[src/rtl/uart_rx_cfg.sv]
// Configurable UART receiver: 2-flop synchronizer, centre sampling,
// optional parity, 1-2 stop bits, break detection.
module uart_rx_cfg #(
    parameter int CLKS_PER_BIT = 217,
    parameter int DATA_BITS    = 8,
    parameter int PARITY       = 0,
    parameter int STOP_BITS    = 1
) (
    input  logic                 i_Clock,
    input  logic                 reset,
    input  logic                 i_RX_Serial,
    output logic                 o_RX_DV,
    output logic [DATA_BITS-1:0] o_RX_Byte,
    output logic                 o_Parity_Err,
    output logic                 o_Frame_Err,
    output logic                 o_Break,
    output logic                 o_Busy
);

    localparam int CW = $clog2(CLKS_PER_BIT);
    localparam logic [CW-1:0] HALF = CW'((CLKS_PER_BIT - 1) / 2);
    localparam logic [CW-1:0] FULL = CW'(CLKS_PER_BIT - 1);
    localparam logic [3:0] LAST_DATA = 4'(DATA_BITS - 1);
    localparam logic [3:0] LAST_STOP = 4'(STOP_BITS - 1);

    typedef enum logic [2:0] {
        S_IDLE, S_START, S_DATA, S_PARITY, S_STOP, S_WAIT_HIGH
    } state_e;

    state_e               state_q, state_d;
    logic [1:0]           sync_q;
    logic [CW-1:0]        clk_q, clk_d;
    logic [3:0]           bit_q, bit_d;
    logic [DATA_BITS-1:0] shift_q, shift_d;
    logic                 par_q, par_d;
    logic                 perr_q, perr_d;
    logic                 ferr_q, ferr_d;
    logic                 low_q, low_d;
    logic                 dv_q, dv_d;
    logic [DATA_BITS-1:0] byte_q, byte_d;
    logic                 perr_o_q, perr_o_d;
    logic                 ferr_o_q, ferr_o_d;
    logic                 brk_q, brk_d;
    logic                 rx;
    logic                 tick;

    assign rx   = sync_q[1];
    assign tick = (clk_q == FULL);

    always_ff @(posedge i_Clock or negedge reset) begin
        if (!reset) begin
            state_q <= S_IDLE;
        end else begin
            state_q <= state_d;
        end
    end

    always_ff @(posedge i_Clock or negedge reset) begin
        if (!reset) begin
            sync_q   <= 2'b11;
            clk_q    <= '0;
            bit_q    <= '0;
            shift_q  <= '0;
            par_q    <= 1'b0;
            perr_q   <= 1'b0;
            ferr_q   <= 1'b0;
            low_q    <= 1'b0;
            dv_q     <= 1'b0;
            byte_q   <= '0;
            perr_o_q <= 1'b0;
            ferr_o_q <= 1'b0;
            brk_q    <= 1'b0;
        end else begin
            sync_q   <= {sync_q[0], i_RX_Serial};
            clk_q    <= clk_d;
            bit_q    <= bit_d;
            shift_q  <= shift_d;
            par_q    <= par_d;
            perr_q   <= perr_d;
            ferr_q   <= ferr_d;
            low_q    <= low_d;
            dv_q     <= dv_d;
            byte_q   <= byte_d;
            perr_o_q <= perr_o_d;
            ferr_o_q <= ferr_o_d;
            brk_q    <= brk_d;
        end
    end

    always_comb begin
        state_d  = state_q;
        clk_d    = clk_q;
        bit_d    = bit_q;
        shift_d  = shift_q;
        par_d    = par_q;
        perr_d   = perr_q;
        ferr_d   = ferr_q;
        low_d    = low_q;
        dv_d     = 1'b0;
        byte_d   = byte_q;
        perr_o_d = perr_o_q;
        ferr_o_d = ferr_o_q;
        brk_d    = brk_q;
        unique case (state_q)
            S_IDLE: begin
                clk_d = '0;
                bit_d = '0;
                if (!rx) state_d = S_START;
            end
            S_START: begin
                if (clk_q == HALF) begin
                    clk_d = '0;
                    if (!rx) begin
                        state_d = S_DATA;
                        bit_d   = '0;
                        par_d   = 1'b0;
                        perr_d  = 1'b0;
                        ferr_d  = 1'b0;
                        low_d   = 1'b1;
                    end else begin
                        state_d = S_IDLE;
                    end
                end else begin
                    clk_d = clk_q + 1'b1;
                end
            end
            S_DATA: begin
                if (tick) begin
                    clk_d   = '0;
                    shift_d = {rx, shift_q[DATA_BITS-1:1]};
                    par_d   = par_q ^ rx;
                    low_d   = low_q & ~rx;
                    if (bit_q == LAST_DATA) begin
                        bit_d   = '0;
                        state_d = (PARITY != 0) ? S_PARITY : S_STOP;
                    end else begin
                        bit_d = bit_q + 1'b1;
                    end
                end else begin
                    clk_d = clk_q + 1'b1;
                end
            end
            S_PARITY: begin
                if (tick) begin
                    clk_d   = '0;
                    low_d   = low_q & ~rx;
                    perr_d  = (PARITY == 1) ? ~(par_q ^ rx) : (par_q ^ rx);
                    state_d = S_STOP;
                end else begin
                    clk_d = clk_q + 1'b1;
                end
            end
            S_STOP: begin
                if (tick) begin
                    clk_d  = '0;
                    ferr_d = ferr_q | ~rx;
                    low_d  = low_q & ~rx;
                    if (bit_q == LAST_STOP) begin
                        // Publish the whole frame in one registered update.
                        bit_d    = '0;
                        dv_d     = 1'b1;
                        byte_d   = shift_q;
                        perr_o_d = (PARITY != 0) && perr_q;
                        ferr_o_d = ferr_q | ~rx;
                        brk_d    = low_q & ~rx;
                        state_d  = rx ? S_IDLE : S_WAIT_HIGH;
                    end else begin
                        bit_d = bit_q + 1'b1;
                    end
                end else begin
                    clk_d = clk_q + 1'b1;
                end
            end
            S_WAIT_HIGH: begin
                clk_d = '0;
                if (rx) state_d = S_IDLE;
            end
            default: state_d = S_IDLE;
        endcase
    end

    always_comb begin
        o_Busy       = (state_q != S_IDLE);
        o_RX_DV      = dv_q;
        o_RX_Byte    = byte_q;
        o_Parity_Err = perr_o_q;
        o_Frame_Err  = ferr_o_q;
        o_Break      = brk_q;
    end

endmodule
[config.mk]
export PLATFORM = sky130hd
export DESIGN_NAME = uart_rx_cfg
export DESIGN_NICKNAME = d
export VERILOG_FILES = /design/src/rtl/uart_rx_cfg.sv
export SDC_FILE = /design/constraint.sdc
export NUM_CORES = 1
export LEC_CHECK = 0
export ABC_AREA = 0
export CAP_MARGIN = 20
export CORE_UTILIZATION = 45
export CTS_BUF_LIST = sky130_fd_sc_hd__clkbuf_8
export DETAILED_ROUTE_END_ITERATION = 10
export MAX_ROUTING_LAYER = met4
export PLACE_DENSITY = 0.64
export SYNTH_ARGS = -nofsm -noshare
export SYNTH_HDL_FRONTEND = slang
export SYNTH_SLANG_ARGS = --single-unit
export TNS_END_PERCENT = 20
[constraint.sdc]
create_clock -name i_Clock -period 3.7 [get_ports i_Clock]
set_input_delay 0.74 -clock i_Clock [delete_from_list [all_inputs] [get_ports i_Clock]]
set_output_delay 0.74 -clock i_Clock [all_outputs]
set_load 0.005 [all_outputs]
==> flow_summary.yaml, run 1 <==
outcome:
  outcome: "completed"
finish:
  seq_area_um2: 953.4
  n_antenna_cell: 0
  area_growth_pct: 11.52
  fin_util_pct: 52.01
  nNetsFinal: 211
  fillCellCount: 391
  multi_input_area_um2: 982.2
  drive_above_1_share_pct: 10.24
power:
  p_switching_uw: 164.5
  switching_share_pct: 22.42
  power_frac_seq_pct: 57.1
  p_comb_share_pct: 1.7
  p_per_area_nw_per_um2: 323.9
  ir_drop_mv: 0.2094
  p_int_uw: 569.1
  p_clk_share_pct: 41.2
  p_leak_uw: 0.0009833
setup_path:
  worstPathCellList: "nor2_1 > nand2_1 > clkdlybuf4s50_1"
  crit_path_end_kind: "output pin"
  critPathMaxStageDelay_ns: 0.70
  crit_required_ns: 2.96
  path_class: "flip-flop to output pin"
  worstSetupStartpointType: "flip-flop"
  cp_max_fo: 20
  worst_path_max_delay_cell: "dfrtp_1"
  worstPathArrival_ns: 1.77
yosys:
  yosysMostFrequentCell: "dfrtp_1"
  syn_avg_cell_area_um2: 10.41
  seq_area_frac_synth_pct: 46.95
  yosysTopAreaCellShare_pct: 44.36
  synthFlopType: "dfrtp_1"
  synth-edff-count: 0
  synthArstFlopShare_pct: 100.0
  synth_top_area_cell: "dfrtp_1"
  yosys_warnings: 0
  synth-seq-cells: 38
  synth_area_leaders: "dfrtp_1 (44%), mux2_1 (8.9%), a21oi_1 (3.5%), dfstp_2 (2.6%), ha_1 (2.5%)"
  syn-instance-count: 195
  synth_common_cells: "dfrtp_1 (36), mux2_1 (16), a21oi_1 (14)"
  syn_area_um2: 2031
  synth.distinct_cells: 53
  synth_nets: 202
timing:
  fin_setup_tns_ns: 0
  tightest_slew_ns: 0.8491
  fin_crit_sh_pct: 67.75
  setup_violations: 0
  postLayoutSetupSlackWorst_ns: 1.193
  clock_skew_ns: 0.007420
  rsz0062_at_grt: "no"
  period_minus_slack_ns: 2.507
  slew_violations: 0
  hold_slack_ns: 0.3581
  fmax_ghz: 0.3989
  hold_viol: 0
  slew_headroom_pct: 43.39
clock_network:
  cts-root-buf: "clkbuf_8"
  post_cts_resized: 0
  post_cts_buffers: 0
  cts_hold_buf: 0
  clkTransAtPathRegs_ns: 0.08
  worstSkewPairLatency_ns: 0.30
  cts_tree: "built"
  htree_num_levels: 2
  clock_tree.buffer_depth: 2
  cts_num_sinks: 38
  cts_buffers: 5
global_routing:
  track_usage_pct: 18.51
  grt_max_degree: 39
  grt_pass1_wl_um: 6996
  overflow: 0
  antenna_found_initial: 0
  grt_pass1_vias: 1486
place:
  place_congestion: 0.8163
  place_ws_ns: 1.534
  post-dp-hpwl_um: 2693
  port-buffer-count: 14
drt:
  vias: 1504
  drtAntennaViolNets: 0
  routedWlPerCell_um: 15.05
  drt-initial-drc-count: 99
  routed_wl_um: 3869
  first_pass_iters: 4
  detail_route.vias_per_cell: 5.852
  drc: 0
floorplanning:
  core_um2: 4354
  initial_core_util_pct: 46.64
  die_w_um: 69.18
  io_pins: 16
  num_rows: 24
  dieArea_um2: 4785
  dieHeight_um: 69.18
min_path:
  hold_class: "flip-flop to flip-flop"
job:
  drv_cap: 0
[registers in the layout, summed over array words and instances (netlist names)]
name / flops
ferr_q: 1
bit_q: 4
o_Frame_Err: 1
low_q: 1
clk_q: 8
sync_q: 2
o_RX_Byte: 8
state_q: 3
o_RX_DV: 1
o_Break: 1
shift_q: 8
[cells by family after synthesis]
logic type / synth area share (%)
AOI/OAI and AO/OA: 15.03
xor gates and xnor gates: 1.725
adders and majority gates: 2.465
buffers and inverters: 4.682
DFF: 46.95
muxes: 10.60
other: 0.1847
and+or+nand+nor: 18.36
[worst max-delay path: cells and delay by family, from the launching register on]
family                 cells  cell delay (ns)
flip-flops                 1             0.70
buffers and inverters      1             0.49
AND/OR/NAND/NOR            2             0.27
[power groups by stage]
stage                     Clock [uW]  Combinational [uW]  Sequential (uW)
final                            302                12.3              419
after global routing             324                14.4              419
after CTS                        308                13.1              419
after detailed placement           0                13.1              427
after global placement             0                12.6              427
after floorplan                    0                4.44              425
[cell usage in the layout (no fill, tap or decap), drive strengths merged, types with 6 or more instances in the layout]
| master | count |
|---|---|
| clkbuf | 6 |
| dfrtp | 36 |
| o21ai | 14 |
| clkdlybuf4s50 | 13 |
| nand2 | 10 |
| mux2 | 17 |
| nor2 | 7 |
| nand3 | 10 |
| inv | 9 |
| a21oi | 14 |
[stage by stage]
step	power [uW]	area, um2	instances
finish	733.6	2265	257
global placement	439.3	2170	249
detailed placement	440.0	2170	249
floorplan	429.8	2031	195
CTS	739.3	2265	257
global route	757.7	2265	257
[routing by layer]
metal  global-route usage (%)  wire length, um
met5                        -                0
met4                    6.122               60
met3                    4.360              139
met2                    27.18             1828
met1                    25.31             1841
[worst paths after layout]
path / startpoint / cells past startpoint / slack (ns) / endpoint
worst max register to register: state_q[2]$_DFFE_PN0P_ / 3 / 1.59 / o_RX_Byte[6]$_DFFE_PN0P_
min in group asynchronous: reset / 1 / 0.54 / bit_q[3]$_DFFE_PN0P_
worst max-delay path: state_q[1]$_DFFE_PN0P_ / 3 / 1.19 / o_Busy
worst min-delay path: sync_q[0]$_DFF_PN1_ / 0 / 0.36 / sync_q[1]$_DFF_PN1_
max in group asynchronous: reset / 1 / 2.62 / clk_q[3]$_DFFE_PN0P_
worst min register to register: sync_q[0]$_DFF_PN1_ / 0 / 0.36 / sync_q[1]$_DFF_PN1_
[layout make-up]
class,instances,area share [%]
Clock buffer,6,3.646
Multi-Input combinational cell,136,43.37
Tap cell,52,2.873
Inverter,9,1.492
Timing Repair Buffer,14,5.967
Clock inverter,2,0.5525
Sequential cell,38,42.10
Power figures use the tool's default switching activity.
==> inputs of run 2 (changes only) <==
==> constraint.sdc (replaced) <==
create_clock -name i_Clock -period 2.4 [get_ports i_Clock]
set_input_delay 0.48 -clock i_Clock [delete_from_list [all_inputs] [get_ports i_Clock]]
set_output_delay 0.48 -clock i_Clock [all_outputs]
set_load 0.005 [all_outputs]
==> flow_summary.yaml, run 2 (synthesized netlist as in run 1, its figures left out) <==
timing:
  postLayoutSetupSlackWorst_ns: 0.1226
  hold_viol: 0
  slew_headroom_pct: 43.89
  clock_skew_ns: 0.005238
  setup_violations: 0
  slew_violations: 0
  fmax_ghz: 0.4391
  rsz0062_at_grt: "no"
  tightest_slew_ns: 0.8417
  fin_setup_tns_ns: 0
  fin_crit_sh_pct: 94.89
  period_minus_slack_ns: 2.277
finish:
  seq_area_um2: 953.4
  finalInstanceArea_um2: 2280
  fillCellCount: 399
  drive_above_1_share_pct: 9.756
  n_antenna_cell: 0
  area_growth_pct: 12.26
  multi_input_area_um2: 982.2
  layout_common_cells: "dfrtp_1 (36), mux2_1 (16), a21oi_1 (14)"
  nNetsFinal: 211
  final_common_cell: "dfrtp_1"
  stdcell_count: 257
clock_network:
  clock_tree.buffer_depth: 2
  cts_tree: "built"
  cts_num_sinks: 38
  post_cts_resized: 0
  clkTransAtPathRegs_ns: 0.08
  worstSkewPairLatency_ns: 0.29
  cts_buffers: 5
  cts-root-buf: "clkbuf_8"
  cts_hold_buf: 0
  htree_num_levels: 2
  post_cts_buffers: 0
global_routing:
  grt_pass1_vias: 1469
  antenna_found_initial: 0
  overflow: 0
  grt_max_degree: 39
  grt_pass1_wl_um: 6969
  track_usage_pct: 18.83
place:
  placed_cell_area_um2: 2170
  place_congestion: 0.7754
  place_ws_ns: 0.3444
  port-buffer-count: 14
  dp.cells: 249
  post-dp-hpwl_um: 2807
drt:
  first_pass_iters: 4
  detail_route.vias_per_cell: 5.852
  drt-initial-drc-count: 110
  routedWlPerCell_um: 15.60
  drc: 0
  routed_wl_um: 4010
  drtAntennaViolNets: 0
  vias: 1504
floorplanning:
  core_um2: 4354
  io_pins: 16
  die_w_um: 69.18
  num_rows: 24
  dieArea_um2: 4785
  dieHeight_um: 69.18
  initial_core_util_pct: 46.64
setup_path:
  crit_path_end_kind: "output pin"
  worstPathArrival_ns: 1.80
  worstSetupStartpointType: "flip-flop"
  path_class: "flip-flop to output pin"
  rr_worst_depth: 3
  crit_required_ns: 1.92
  cp_max_fo: 20
job:
  drv_cap: 0
power:
  ir_drop_mv: 0.4374
  p_leak_uw: 0.0009917
  p_per_area_nw_per_um2: 527.2
min_path:
  hold_class: "input port to asynchronous set/reset pin"
outcome:
  outcome: "completed"
[run 2: worst paths after layout]
kind	startpoint	endpoint	slack, ns
setup / recovery	state_q[1]$_DFFE_PN0P_	o_Busy	0.12
hold / removal	reset	o_Frame_Err$_DFFE_PN0P_	0.29
setup reg to reg	state_q[2]$_DFFE_PN0P_	o_RX_Byte[3]$_DFFE_PN0P_	0.34
hold reg to reg	sync_q[0]$_DFF_PN1_	sync_q[1]$_DFF_PN1_	0.36
max in group asynchronous	reset	clk_q[2]$_DFFE_PN0P_	1.59
min in group i_Clock	sync_q[0]$_DFF_PN1_	sync_q[1]$_DFF_PN1_	0.36
[run 2: metrics by stage]
| step | hold slack, ns | utilization (%) | power, uW |
|---|---|---|---|
| floorplan | 0.1844 | - | 662.6 |
| global placement | 0.3480 | 49.83 | 677.6 |
| detailed placement | 0.3507 | 49.83 | 678.2 |
| CTS | 0.3128 | 52.36 | 1216 |
| global route | 0.3448 | 52.36 | 1244 |
| finish | 0.2872 | 52.36 | 1202 |
[run 2: layout make-up]
type                       count  area share (%)
inverter                       9           1.482
timing repair buffer          14           5.928
sequential                    38           41.82
clock buffer                   5           3.019
multi-input combinational    136           43.08
clock inverter                 3           1.811
tap                           52           2.854
[run 2: per-layer routing]
metal  up-vias  global-route usage [%]  share of wire [%]
met5         -                       -                  0
met1       731                   24.98                 49
li1        731                       -                  -
met3         8                   3.924                3.1
met4         0                   6.803                1.7
met2        34                   28.69                 46
[run 2: report_power, final]
group          internal (uW)  switching (uW)
Sequential               643            3.07
Combinational           3.46            15.5
Clock                    306             231
Total                    952             250
[run 2: worst max-delay path, stage by stage (launching register included)]
cell	delay, ns
dfrtp_1	0.72
nor2_1	0.17
nand2_1	0.12
clkdlybuf4s50_1	0.49
==> inputs of run 3 (changes only) <==
--- a/config.mk
+++ b/config.mk
@@ -10,7 +10,6 @@
 export CORE_UTILIZATION = 45
 export CTS_BUF_LIST = sky130_fd_sc_hd__clkbuf_8
 export DETAILED_ROUTE_END_ITERATION = 10
-export MAX_ROUTING_LAYER = met4
 export PLACE_DENSITY = 0.64
 export SYNTH_ARGS = -nofsm -noshare
 export SYNTH_HDL_FRONTEND = slang
==> constraint.sdc (replaced) <==
create_clock -name i_Clock -period 2.6 [get_ports i_Clock]
set_input_delay 0.52 -clock i_Clock [delete_from_list [all_inputs] [get_ports i_Clock]]
set_output_delay 0.52 -clock i_Clock [all_outputs]
set_load 0.005 [all_outputs]
==> flow_summary.yaml, run 3 (synthesized netlist as in run 1, its figures left out) <==
outcome:
  outcome: "completed"
finish:
  nNetsFinal: 211
  area_growth_pct: 13.86
  layout_common_cells: "dfrtp_1 (36), mux2_1 (16), a21oi_1 (14)"
  drive_above_1_share_pct: 10.24
  final_common_cell: "dfrtp_1"
  n_antenna_cell: 0
global_routing:
  grt_pass1_vias: 1494
  grt_max_degree: 39
  grt_pass1_wl_um: 6955
  track_usage_pct: 18.19
  antenna_found_initial: 0
  overflow: 0
setup_path:
  critPathMaxStageDelay_ns: 0.71
  crit_required_ns: 2.08
  rr_worst_depth: 5
  worst_path_max_delay_cell: "dfrtp_1"
  critPathCapture: "o_Busy"
  cp_max_fo: 20
  crit_buf_inv: 1
  reg2reg_to: "o_RX_Byte[2]$_DFFE_PN0P_"
  worstPathCellList: "nor2_1 > nand2_1 > clkdlybuf4s50_1"
  r2r-start: "bit_q[0]$_DFFE_PN0P_"
  path_class: "flip-flop to output pin"
  worstPathArrival_ns: 1.78
  crit_cells: 3
  crit_path_end_kind: "output pin"
  worstSetupStartpointType: "flip-flop"
  startpoint: "state_q[1]$_DFFE_PN0P_"
  cp_top_family: "flip-flops"
  r2r_slack_ns: 0.51
clock_network:
  cts_tree: "built"
  htree_num_levels: 2
  clock_tree.buffer_depth: 2
  cts_hold_buf: 0
  cts-root-buf: "clkbuf_8"
  post_cts_resized: 0
  cts_num_sinks: 38
  clkTransAtPathRegs_ns: 0.07
  post_cts_buffers: 0
  worstSkewPairLatency_ns: 0.29
  cts_buffers: 5
drt:
  drc: 0
  first_pass_iters: 4
  vias: 1536
  drt-initial-drc-count: 93
  routedWlPerCell_um: 16.14
  detail_route.vias_per_cell: 5.977
  routed_wl_um: 4147
  drtAntennaViolNets: 0
floorplanning:
  die_w_um: 69.18
  io_pins: 16
  num_rows: 24
  dieHeight_um: 69.18
  dieArea_um2: 4785
  core_um2: 4354
  initial_core_util_pct: 46.64
timing:
  setup_violations: 0
  period_minus_slack_ns: 2.301
  hold_viol: 0
  hold_slack_ns: 0.3180
  fmax_ghz: 0.4346
  rsz0062_at_grt: "no"
  fin_setup_tns_ns: 0
  tightest_slew_ns: 0.8233
  slew_headroom_pct: 45.11
  fin_crit_sh_pct: 88.51
  slew_violations: 0
  clock_skew_ns: 0.002584
power:
  p_leak_uw: 0.001008
  p_per_area_nw_per_um2: 532.1
  ir_drop_mv: 0.3029
place:
  place_congestion: 0.7711
  post-dp-hpwl_um: 2994
  port-buffer-count: 14
job:
  drv_cap: 0
min_path:
  hold_class: "input port to asynchronous set/reset pin"
run 3: cell count changes in the layout (fill, tap and decap cells not counted), sizes merged:
cell and change:
bufinv +1, clkbuf +1, clkinvlp -1, inv -1
run 3: stage by stage:
step	cells	power, uW	utilization (%)	instance area (um2)	setup WS (ns)
2_1_floorplan	195	611.7	-	2031	0.8127
3_3_place_gp	249	625.1	49.83	2170	0.6106
3_5_place_dp	249	625.7	49.83	2170	0.4927
4_1_cts	257	1244	53.10	2312	0.3091
5_1_grt	257	1267	53.10	2312	0.2355
6_report	257	1230	53.10	2312	0.2988
run 3: worst min-delay path by stage:
stage | depth (start not counted) | slack (ns) | start | endpoint
6_report | 1 | 0.32 | reset | shift_q[2]$_DFFE_PN0P_
5_1_grt | 0 | 0.36 | sync_q[0]$_DFF_PN1_ | sync_q[1]$_DFF_PN1_
3_5_place_dp | 0 | 0.35 | sync_q[0]$_DFF_PN1_ | sync_q[1]$_DFF_PN1_
2_1_floorplan | 0 | 0.22 | reset | bit_q[0]$_DFFE_PN0P_
4_1_cts | 1 | 0.35 | reset | ferr_q$_DFFE_PN0P_
3_3_place_gp | 0 | 0.35 | sync_q[0]$_DFF_PN1_ | sync_q[1]$_DFF_PN1_
run 3: layout make-up:
cell class                 count  area (um2)
sequential                    38       953.4
clock inverter                 2       60.06
fill                         378        2042
inverter                       9       33.78
tap                           52       65.06
timing repair buffer          14       135.1
clock buffer                   6       82.58
multi-input combinational    136       982.2
run 3: per-layer routing:
| metal | track usage [%] | share of wire, % | wire length (um) |
|---|---|---|---|
| met2 | 28.80 | 48 | 1981 |
| met3 | 3.924 | 2.7 | 112 |
| met4 | 7.029 | 2.0 | 84 |
| met1 | 24.43 | 47 | 1968 |
| met5 | 0 | 0 | 0 |
run 3: power breakdown:
part	switching [uW]	leakage (uW)	total, uW	internal (uW)
Sequential	2.67	0.000509	596	594
Clock	208	0.0000714	617	409
Combinational	14.0	0.000427	17.2	3.20
Total	224	0.00101	1230	1010
